<file path="src/rtl/serial_word_deser.sv">
// serial_word_deser
// Collects single-bit samples, MSB first, into WIDTH-bit words and presents
// each completed word on a valid/ready output port.
//
// Ports:
//   clk_i       clock, rising edge
//   rst_ni      asynchronous active-low reset
//   data_i      serial sample, qualified by data_val_i
//   data_val_i  sample accepted at a rising edge when 1
//   sync_i      frame sync: restarts word alignment
//   data_o      assembled word (first accepted bit in bit WIDTH-1)
//   data_val_o  data_o holds an unconsumed word
//   data_rdy_i  downstream consumes data_o when data_val_o=1
//   ovf_o       one-cycle pulse: a completed word was discarded
//   busy_o      a partial word is held in the shift register
module serial_word_deser #(
  parameter int WIDTH = 4
) (
  input  logic             clk_i,
  input  logic             rst_ni,
  input  logic             data_i,
  input  logic             data_val_i,
  input  logic             sync_i,
  output logic [WIDTH-1:0] data_o,
  output logic             data_val_o,
  input  logic             data_rdy_i,
  output logic             ovf_o,
  output logic             busy_o
);

  localparam int CW = (WIDTH > 2) ? $clog2(WIDTH) : 1;
  localparam logic [CW-1:0] LAST = CW'(WIDTH - 1);

  logic [WIDTH-1:0] sr, sr_nxt, out_q, word;
  logic [CW-1:0]    cnt, cnt_nxt;
  logic             out_v, ovf_q;
  logic             complete, slot_free;

  // Word formed by the bit accepted this cycle.
  assign word      = {sr[WIDTH-2:0], data_i};
  // A sync-qualified sample always starts a new word, so it never completes one.
  assign complete  = data_val_i && !sync_i && (cnt == LAST);
  assign slot_free = !out_v || data_rdy_i;

  always_comb begin
    sr_nxt  = sr;
    cnt_nxt = cnt;
    if (sync_i) begin
      sr_nxt  = data_val_i ? {{(WIDTH-1){1'b0}}, data_i} : '0;
      cnt_nxt = data_val_i ? CW'(1) : '0;
    end else if (data_val_i) begin
      sr_nxt  = word;
      cnt_nxt = complete ? '0 : cnt + CW'(1);
    end
  end

  always_ff @(posedge clk_i or negedge rst_ni) begin
    if (!rst_ni) begin
      sr    <= '0;
      cnt   <= '0;
      out_q <= '0;
      out_v <= 1'b0;
      ovf_q <= 1'b0;
    end else begin
      sr    <= sr_nxt;
      cnt   <= cnt_nxt;
      ovf_q <= complete && !slot_free;
      if (complete && slot_free) begin
        // Covers the simultaneous consume-and-load case: valid stays high.
        out_q <= word;
        out_v <= 1'b1;
      end else if (out_v && data_rdy_i) begin
        out_v <= 1'b0;
      end
    end
  end

  assign data_o     = out_q;
  assign data_val_o = out_v;
  assign ovf_o      = ovf_q;
  assign busy_o     = (cnt != '0);

endmodule

</file>
<file path="config.mk">
export PLATFORM = sky130hd
export DESIGN_NAME = serial_word_deser
export DESIGN_NICKNAME = d
export VERILOG_FILES = /design/src/rtl/serial_word_deser.sv
export SDC_FILE = /design/constraint.sdc
export NUM_CORES = 1
export LEC_CHECK = 0
export BUFFER_PORTS_ARGS = -buffer_cell sky130_fd_sc_hd__buf_4
export CORE_AREA = 2 2 39 41
export CTS_BUF_LIST = sky130_fd_sc_hd__clkbuf_16
export DETAILED_ROUTE_END_ITERATION = 6
export DIE_AREA = 0 0 41 43
export PLACE_DENSITY_LB_ADDON = 0.3
export SKIP_LAST_GASP = 1
export SYNTH_ARGS = -nofsm -noshare
export SYNTH_HDL_FRONTEND = slang
export SYNTH_SLANG_ARGS = --single-unit
</file>
<file path="constraint.sdc">
create_clock -name clk_i -period 2.01 [get_ports clk_i]
set_input_delay 0.201 -clock clk_i [delete_from_list [all_inputs] [get_ports clk_i]]
set_output_delay 0.201 -clock clk_i [all_outputs]
set_load 0.05 [all_outputs]
</file>
==> reports/results.txt, run 1 <==
share of total power in combinational logic: 20.2%
Critical path destination: data_o[1]$_DFFE_PN0P_
DR vias: 312
Starting Density: 34.8%
actual slew at the worst max-slew pin: 0.132 ns
die extent in y: 43 µm
Crit Path Max Fanout: 4
WS Path Type: flop to flop
CTS sink cnt: 11
drt total wl: 787 µm
Diodes inserted: 0
fraction of layout cells with a size suffix above 1: 38.9%
library cells used by synthesis: 13
Max-cap violations: 0
initial antenna violation count: 0
Avg Synthesized Cell Area: 12.7 µm²
start point of the critical path: cnt[0]$_DFFE_PN0P_
Max Fclk: 747 MHz
# H-tree levels: 1
Pint: 562 µW
register-to-register setup slack: 0.67 ns
core area: 1380 µm²
clock buffer depth: 2
Net Switching: 208 µW
endpoints failing hold: 0
DR iter-0 viols: 2
Root Driver: clkbuf_16
Slew Viols, Final: 0
DP Worst Slack: 0.663 ns
sequential share of power: 33.7%
Total GRT Usage: 12.3%
Peak VDD IR: 0.000656 V
DP Cell Count: 65
Sw Share: 27.0%
grt total ovfl: 0
min Tclk post-route: 1.34 ns
Die ar.: 1760 µm²
RSZ-0062 raised after global routing: no
setup TNS: 0 ns
vias in the first global route: 301
Antenna Violating Nets Remaining: 0
routed len/inst: 11.2 µm
Clk Latency, worst-skew pair: 0.24 ns
postcts setup bufs: 0
first-pass GRT wire length: 1290 µm
Mapped Area: 482 µm²
synthesized instance count: 38
critical path capture point type: flop
Resized cells post-CTS: 0
Layout Area Growth over Synthesis: 39.7%
Fin Clk Skew: 0.00150 ns
hold crit path type: input port to flop
critical path data arrival time: 1.46 ns
Post-Syn Nets: 46
Critical Path RT: 2.13 ns
CTS buffer count: 3
router iterations before antenna repair: 2
DP HPWL: 592 µm
PwrDens: 1140 nW/µm²
Finished Core Util: 48.6%
reg2reg start: cnt[0]$_DFFE_PN0P_
CTS Hold Bufs: 1
post-synthesis sequential area ratio: 57.1%
input/output buffers: 12
fin nets: 63
outcome: completed
gpl congestion: 0.638
Reg clk slew, reported paths: 0.04 ns
CTS tree: done
Lkg Pwr: 0.377 nW
FP Rows: 14
worst r2r dst: data_o[1]$_DFFE_PN0P_
routed vias/inst: 4.46
R2R cell count: 4
CP Launch Type: flop
Clk network pwr share: 46.1%
setup violators final: 0
normalized max-slew margin: 91.0%
final std cells w/o fill: 70
yosys warns: 0
Final WS setup: 0.670 ns
post-route clock period utilization: 66.6%
IO Pins: 13
largest net degree at the start of global routing: 12
drt drc: 0
Seq cells post-synth: 11
die boundary width: 41 µm
==> power groups by stage <==
stage | registers, mW | clock network [mW] | logic [mW]
3_5_place_dp | 0.263 | 0 | 0.156
3_3_place_gp | 0.263 | 0 | 0.156
6_report | 0.260 | 0.355 | 0.156
4_1_cts | 0.259 | 0.363 | 0.158
5_1_grt | 0.262 | 0.374 | 0.166
2_1_floorplan | 0.318 | 0 | 0.0496
==> cells in the final DEF (no fill, tap or decap) <==
master / synthesis / routed
ha_1: 2 / 2
buf_4: 1 / 12
nand2b_1: 1 / 1
o21ai_0: 1 / 1
dlygate4sd3_1: 0 / 1
mux2i_1: 3 / 3
dfrtp_1: 11 / 11
a22o_1: 1 / 1
inv_1: 3 / 4
nand2_1: 3 / 3
nor2_1: 6 / 6
clkbuf_16: 0 / 3
mux2_2: 4 / 4
nand3b_4: 1 / 1
nor2b_4: 1 / 1
==> synthesized netlist by cell type <==
cell | number | area share (%)
nand2_1 | 3 | 2.3
nor2_1 | 6 | 4.7
a22o_1 | 1 | 1.8
dfrtp_1 | 11 | 57
nor2b_4 | 1 | 2.9
ha_1 | 2 | 5.2
o21ai_0 | 1 | 1.0
inv_1 | 3 | 2.3
buf_4 | 1 | 1.6
nand3b_4 | 1 | 4.2
nand2b_1 | 1 | 1.3
mux2_2 | 4 | 9.3
mux2i_1 | 3 | 6.2
==> cell type report <==
cell class                      instances  area, µm²
Sequential cell                        11        275
Multi-Input combinational cell         23        188
Tap cell                               16       20.0
Inverter                                3       11.3
Timing Repair Buffer                   13        100
Fill cell                             121        711
Clock inverter                          1       3.75
Clock buffer                            3       75.1
==> critical path, stage by stage, from the launching register on <==
cell	delay, ns
dfrtp_1	0.37
ha_1	0.23
nand3b_4	0.11
nor2b_4	0.16
mux2_2	0.35
==> kinds of logic after synthesis <==
group	share of synthesized area, %
fa+ha+maj	5.19
simple gates	15.3
flops	57.1
compound gates	2.86
buf+inv	3.90
mux	15.6
==> flip-flops by register name, summed over array words and instances (netlist names) <==
signal / flops
cnt: 2
data_o: 4
data_val_o: 1
ovf_o: 1
sr: 3
==> worst min path at each step <==
stage / from / to / slack (ns) / cells after the start
6_report: sync_i / sr[2]$_DFFE_PN0P_ / 0.17 / 2
2_1_floorplan: rst_ni / cnt[0]$_DFFE_PN0P_ / -0.09 / 0
4_1_cts: sync_i / sr[2]$_DFFE_PN0P_ / 0.17 / 2
5_1_grt: sync_i / sr[2]$_DFFE_PN0P_ / 0.18 / 2
3_3_place_gp: rst_ni / cnt[1]$_DFFE_PN0P_ / 0.04 / 1
3_5_place_dp: rst_ni / cnt[1]$_DFFE_PN0P_ / 0.04 / 1
==> routing by layer <==
layer / global-route usage, % / share of wire, %
met1: 14.3 / 43
met2: 14.1 / 43
met3: 7.85 / 9.1
met4: 12.0 / 4.6
met5: 0 / 0
==> per-stage QoR <==
step                cell area (µm²)  hold WS (ns)  power [mW]
floorplan                       482       -0.0946       0.367
global placement                584        0.0412       0.418
detailed placement              584        0.0415       0.419
CTS                             673         0.165       0.780
global route                    673         0.179       0.802
finish                          673         0.166       0.770
(Power assumes the default switching activity.)
==> inputs of run 2 (changes only) <==
Clock period 2.01 ns to 1.1 ns, I/O delays scaled along.
==> run 2 against run 1 <==
Against the previous run:
- the run now ends with setup timing left
- die area unchanged
- fmax up 2.7%
- power up 93%
- largest power group unchanged
- sequential share of layout area down 5.9 points
- via count up 11%
- hold slack worse by 0.055 ns
- highest routed layer unchanged
- sequential power up 84%
- global-route usage up 1.6 points
- clock skew down 0.00072 ns
- core utilization up 8.5 points
- clock power up 82%
==> reports/results.txt, run 2 (synthesized netlist as in run 1, its figures left out) <==
drt drc: 0 (unchanged)
PwrDens: 1880 nW/µm² (+64%)
Global Route met2 Usage: 18.4% (+4.4 points)
Pint: 1.08 mW (+92%)
Fin Clk Skew: 0.000781 ns (-0.000718 ns)
fraction of layout cells with a size suffix above 1: 54.8% (+16 points)
fill count: 115 (-5.0%)
DP Cell Count: 70 (+7.7%)
crit-path max cell delay: 0.41 ns (+0.04 ns)
Diodes inserted: 0 (unchanged)
WS Path Type: flop to flop
DR iter-0 viols: 5 (+3)
routed len/inst: 12.5 µm (+11%)
Total GRT Usage: 13.9% (+1.6 points)
CP max stage cell: dfrtp_1
global routing's busiest layer: met2
most common cell after layout, fill and taps aside: buf_4
Antenna Violating Nets Remaining: 0 (unchanged)
Root Driver: clkbuf_16
critical-path cell list: ha_4, nand3b_4, nor2b_4, mux2_4
largest net degree at the start of global routing: 12 (unchanged)
first-pass GRT wire length: 1470 µm (+14%)
FF/Latch Area: 277 µm² (+0.45%)
CTS sink cnt: 11 (unchanged)
Net Switching: 405 µW (+94%)
final std cells w/o fill: 78 (+11%)
leading cell types in the layout, fill and taps excluded: 17 x buf_4, 10 x dfrtp_1, 6 x nor2_1, 4 x mux2_4
Peak VDD IR: 0.00152 V (+130%)
CP delay by family, top: flip-flops
CP Launch Type: flop
GR Util met1: 17.0% (+2.7 points)
endpoints failing hold: 0 (unchanged)
CP bufs+invs: 0 (unchanged)
drt total wl: 972 µm (+24%)
Lkg Pwr: 0.423 nW (+12%)
Reg clk slew, reported paths: 0.04 ns (about the same)
core area: 1380 µm² (unchanged)
RSZ-0062 raised after global routing: yes
DP HPWL: 651 µm (+10%)
outcome: complete, but fails checks
min Tclk post-route: 1.30 ns (-0.0353 ns)
critical path data arrival time: 1.42 ns (-0.04 ns)
IO Pins: 13 (unchanged)
DR vias: 347 (+11%)
Critical Path RT: 1.22 ns (-0.91 ns)
router iterations before antenna repair: 3 (+1)
gpl congestion: 0.637 (-0.17%)
Starting Density: 34.8% (unchanged)
Max-cap violations: 0 (unchanged)
# H-tree levels: 1 (unchanged)
overall power: 1.48 mW (+93%)
routed vias/inst: 4.45 (-0.19%)
clock buffer depth: 2 (unchanged)
share of total power in combinational logic: 24.2% (+4.0 points)
die extent in y: 43 µm (unchanged)
CTS tree: done
critical path capture point type: flop
initial antenna violation count: 0 (unchanged)
Max Fclk: 767 MHz (+2.7%)
sequential share of power: 32.2% (-1.5 points)
Final WS setup: -0.204 ns (-0.875 ns)
Clk Latency, worst-skew pair: 0.24 ns (about the same)
Largest register FFs: 4 (unchanged)
setup violators final: 5 (+5)
Crit Path Max Fanout: 4 (unchanged)
actual slew at the worst max-slew pin: 0.182 ns (+0.0503 ns)
hold crit path type: input port to flop
die boundary width: 41 µm (unchanged)
Slew Viols, Final: 0 (unchanged)
Sw Share: 27.3% (+0.24 points)
met3 track demand over resource: 6.28% (-1.6 points)
failing checks: setup timing
Finished Core Util: 57.1% (+8.5 points)
normalized max-slew margin: 87.8% (-3.1 points)
input/output buffers: 12 (unchanged)
vias in the first global route: 348 (+16%)
Clk network pwr share: 43.6% (-2.5 points)
FP Rows: 14 (unchanged)
post-route clock period utilization: 119% (+52 points)
Layout Area Growth over Synthesis: 64.2%
grt total ovfl: 0 (unchanged)
CTS buffer count: 3 (unchanged)
Die ar.: 1760 µm² (unchanged)
area of the multi-input gates: 228 µm² (+21%)
fin nets: 71 (+13%)
-- run 2: cell types whose count changed in the layout (fill, tap and decap cells not counted), moves of 2 or more --
cell    change
buf_4       +5
mux2_2      -4
mux2_4      +4
buf_6       +3
ha_1        -2
ha_4        +2
inv_1       -2
inv_4       +2
-- run 2: area by class of cell --
type	count	area share (%)
multi-input cells	23	28.8
flip-flops and latches	11	35.0
clock buffers	3	9.49
repair buffers	21	21.7
well taps	16	2.53
clock inverters	1	0.475
inverters	3	2.06
-- run 2: power by group through the flow --
stage,Sequential (mW),Combinational (mW),Clock (mW)
final,0.479,0.359,0.647
after global routing,0.484,0.382,0.686
after CTS,0.476,0.329,0.661
after detailed placement,0.478,0.306,0
after global placement,0.478,0.302,0
after floorplan,0.581,0.0912,0
-- run 2: timing repair --
item,4_1_cts,5_1_grt
buffers inserted,2,1
setup endpoints to repair,6,6
gates cloned,0,0
pin swaps,1,3
resized for setup,5,9
hold buffers,1,0
endpoints found under the hold margin,11,0
-- run 2: per-stage QoR --
| stage | cell area (µm²) | hold WS, ns | TNS, ns | setup WS, ns |
|---|---|---|---|---|
| after floorplan | 485 | -0.186 | -0.692 | -0.173 |
| after global placement | 626 | -0.0477 | -0.681 | -0.175 |
| after detailed placement | 626 | -0.0487 | -0.759 | -0.187 |
| after CTS | 749 | 0.109 | -0.983 | -0.186 |
| after global routing | 791 | 0.120 | -1.24 | -0.245 |
| final | 791 | 0.111 | -0.963 | -0.204 |
-- run 2: layer usage --
metal / part of all wire, % / vias up
li1: - / 170
met1: 46 / 167
met2: 48 / 8
met3: 4.6 / 2
met4: 1.0 / 0
met5: 0 / -
-- run 2: path summary, 6_finish.rpt --
| kind | startpoint | endpoint | slack [ns] | cells after the start |
|---|---|---|---|---|
| worst max register to register | cnt[0]$_DFFE_PN0P_ | data_o[3]$_DFFE_PN0P_ | -0.20 | 4 |
| max in group asynchronous | rst_ni | data_val_o$_DFFE_PN0P_ | 0.68 | 2 |
| worst max-delay path | cnt[0]$_DFFE_PN0P_ | data_o[3]$_DFFE_PN0P_ | -0.20 | 4 |
| worst min-delay path | data_i | sr[0]$_DFFE_PN0P_ | 0.11 | 2 |
| min in group asynchronous | rst_ni | cnt[0]$_DFFE_PN0P_ | 0.25 | 2 |
| worst min register to register | data_o[1]$_DFFE_PN0P_ | data_o[1]$_DFFE_PN0P_ | 0.51 | 1 |
==> inputs of run 3 (changes only) <==
Settings changed: CELL_PAD_IN_SITES_DETAIL_PLACEMENT from default to 0, CELL_PAD_IN_SITES_GLOBAL_PLACEMENT from default to 1, CORE_AREA 2 2 39 41 to default, CORE_UTILIZATION from default to 33, DIE_AREA 0 0 41 43 to default.
==> run 3 against run 2 <==
Against the previous run:
- first-iteration DRC count is 40% lower
- via count is 4.3% lower
- global-route usage is 0.14 points lower
- non-clock buffer count is 4 lower
- worst setup slack better by 0.018 ns
- hold slack worse by 0.033 ns
- the flow still finishes with violations (setup timing)
- critical path type unchanged
==> reports/results.txt, run 3 (synthesized netlist as in run 1, its figures left out) <==
outcome: complete, but fails checks
failing checks: setup timing
Starting Density: 36.1% (+1.3 points)
Crit Path Max Fanout: 4 (unchanged)
die boundary width: 40.2 µm (-1.9%)
reg2reg start: cnt[1]$_DFFE_PN0P_
WHS: 0.0787 ns (-0.0327 ns)
leading cell types in the layout, fill and taps excluded: 13 x buf_4, 10 x dfrtp_1, 6 x nor2_1, 4 x mux2_2
CTS tree: done
Diodes inserted: 0 (unchanged)
critical path data arrival time: 1.40 ns (-0.02 ns)
most common cell after layout, fill and taps aside: buf_4
beginning of the worst hold path: sync_i
Post-DP Area: 609 µm² (-2.6%)
Hold EP: sr[2]$_DFFE_PN0P_
Slew Viols, Final: 0 (unchanged)
RSZ-0062 raised after global routing: yes
post-route cell area: 748 µm² (-5.4%)
DR iter-0 viols: 3 (-2)
DP Worst Slack: -0.179 ns (+0.00707 ns)
die extent in y: 40.2 µm (-6.5%)
fraction of layout cells with a size suffix above 1: 53.4% (-1.4 points)
initial antenna violation count: 0 (unchanged)
Critical Path RT: 1.22 ns (about the same)
Layout Area Growth over Synthesis: 55.3%
min Tclk post-route: 1.29 ns (-0.0184 ns)
register-to-register setup slack: -0.19 ns (+0.02 ns)
routed vias/inst: 4.55 (+2.2%)
Final WS setup: -0.186 ns (+0.0184 ns)
drt drc: 0 (unchanged)
endpoints failing hold: 0 (unchanged)
hold crit path type: input port to flop
CP bufs+invs: 0 (unchanged)
DR vias: 332 (-4.3%)
FP Rows: 13 (-1)
first-pass GRT wire length: 1370 µm (-7.0%)
setup TNS: -0.851 ns (+0.113 ns)
routed len/inst: 11.8 µm (-5.0%)
setup violators final: 5 (unchanged)
Fin Clk Skew: 0.00288 ns (+0.00210 ns)
overall power: 1.46 mW (-2.0%)
CTS buffer count: 3 (unchanged)
CP delay by family, top: flip-flops
grt total ovfl: 0 (unchanged)
drt total wl: 864 µm (-11%)
post-route clock period utilization: 117% (-1.7 points)
input/output buffers: 12 (unchanged)
uppermost layer routed: met4
largest net degree at the start of global routing: 12 (unchanged)
Max Fclk: 778 MHz (+1.4%)
CP Launch Type: flop
fin nets: 67 (-5.6%)
PwrDens: 1950 nW/µm² (+3.6%)
Antenna Violating Nets Remaining: 0 (unchanged)
IO Pins: 13 (unchanged)
Max-cap violations: 0 (unchanged)
Largest register FFs: 4 (unchanged)
actual slew at the worst max-slew pin: 0.135 ns (-0.0468 ns)
Peak VDD IR: 0.000867 V (-43%)
critical path capture point type: flop
Root Driver: clkbuf_16
normalized max-slew margin: 90.7% (+2.9 points)
# H-tree levels: 1 (unchanged)
DP Cell Count: 67 (-4.3%)
gpl congestion: 0.688 (+8.0%)
Finished Core Util: 56.1% (-1.0 points)
R2R cell count: 4 (unchanged)
Reg clk slew, reported paths: 0.04 ns (about the same)
vias in the first global route: 342 (-1.7%)
DP HPWL: 663 µm (+1.8%)
critical-path cell list: ha_4, nand3b_4, nor2b_4, mux2_2
Lkg Pwr: 0.398 nW (-5.7%)
met3 routed WL: 40 µm (-11%)
WL met1: 374 µm (-16%)
worst r2r dst: data_o[2]$_DFFE_PN0P_
Die ar.: 1620 µm² (-8.3%)
final std cells w/o fill: 73 (-6.4%)
WS Path Type: flop to flop
crit-path max cell delay: 0.40 ns (about the same)
Clk Latency, worst-skew pair: 0.23 ns (about the same)
clock buffer depth: 2 (unchanged)
CP max stage cell: dfrtp_1
CTS sink cnt: 11 (unchanged)
router iterations before antenna repair: 2 (-1)
Total GRT Usage: 13.8% (-0.14 points)
core area: 1330 µm² (-3.6%)
met2 WL: 437 µm (-7.2%)
hold path cells: 2 (unchanged)
-- run 3: cell type report --
class | instances | area, µm²
tap | 15 | 18.8
timing repair buffer | 17 | 145
clock inverter | 1 | 3.75
sequential | 11 | 277
inverter | 3 | 16.3
clock buffer | 3 | 75.1
fill | 108 | 586
multi-input combinational | 23 | 213
-- run 3: power breakdown --
part | leakage [nW] | internal [mW] | total (mW) | switching [mW]
logic | 0.211 | 0.140 | 0.342 | 0.202
registers | 0.145 | 0.449 | 0.479 | 0.0296
clock network | 0.0423 | 0.475 | 0.634 | 0.159
-- run 3: what timing repair did --
action / CTS / global route
pin swaps: 1 / 1
buffers inserted: 1 / 0
hold endpoints to repair: 11 / 0
resized for setup: 3 / 9
setup endpoints to repair: 6 / 6
hold buffers: 1 / 0
-- run 3: how the worst max path moves through the flow --
stage | from | endpoint | slack (ns) | depth (start not counted)
floorplan | data_val_o$_DFFE_PN0P_ | data_o[0]$_DFFE_PN0P_ | -0.17 | 3
global route | cnt[0]$_DFFE_PN0P_ | data_o[3]$_DFFE_PN0P_ | -0.25 | 4
CTS | cnt[1]$_DFFE_PN0P_ | busy_o | -0.18 | 5
detailed placement | cnt[1]$_DFFE_PN0P_ | data_o[2]$_DFFE_PN0P_ | -0.18 | 4
global placement | cnt[0]$_DFFE_PN0P_ | data_o[2]$_DFFE_PN0P_ | -0.16 | 4
finish | cnt[1]$_DFFE_PN0P_ | data_o[2]$_DFFE_PN0P_ | -0.19 | 4
-- run 3: metal layers --
metal  global-route usage [%]  up-vias
li1                         -      162
met1                     15.0      160
met2                     21.4        8
met3                     5.56        2
met4                     10.0        0
met5                        0        -
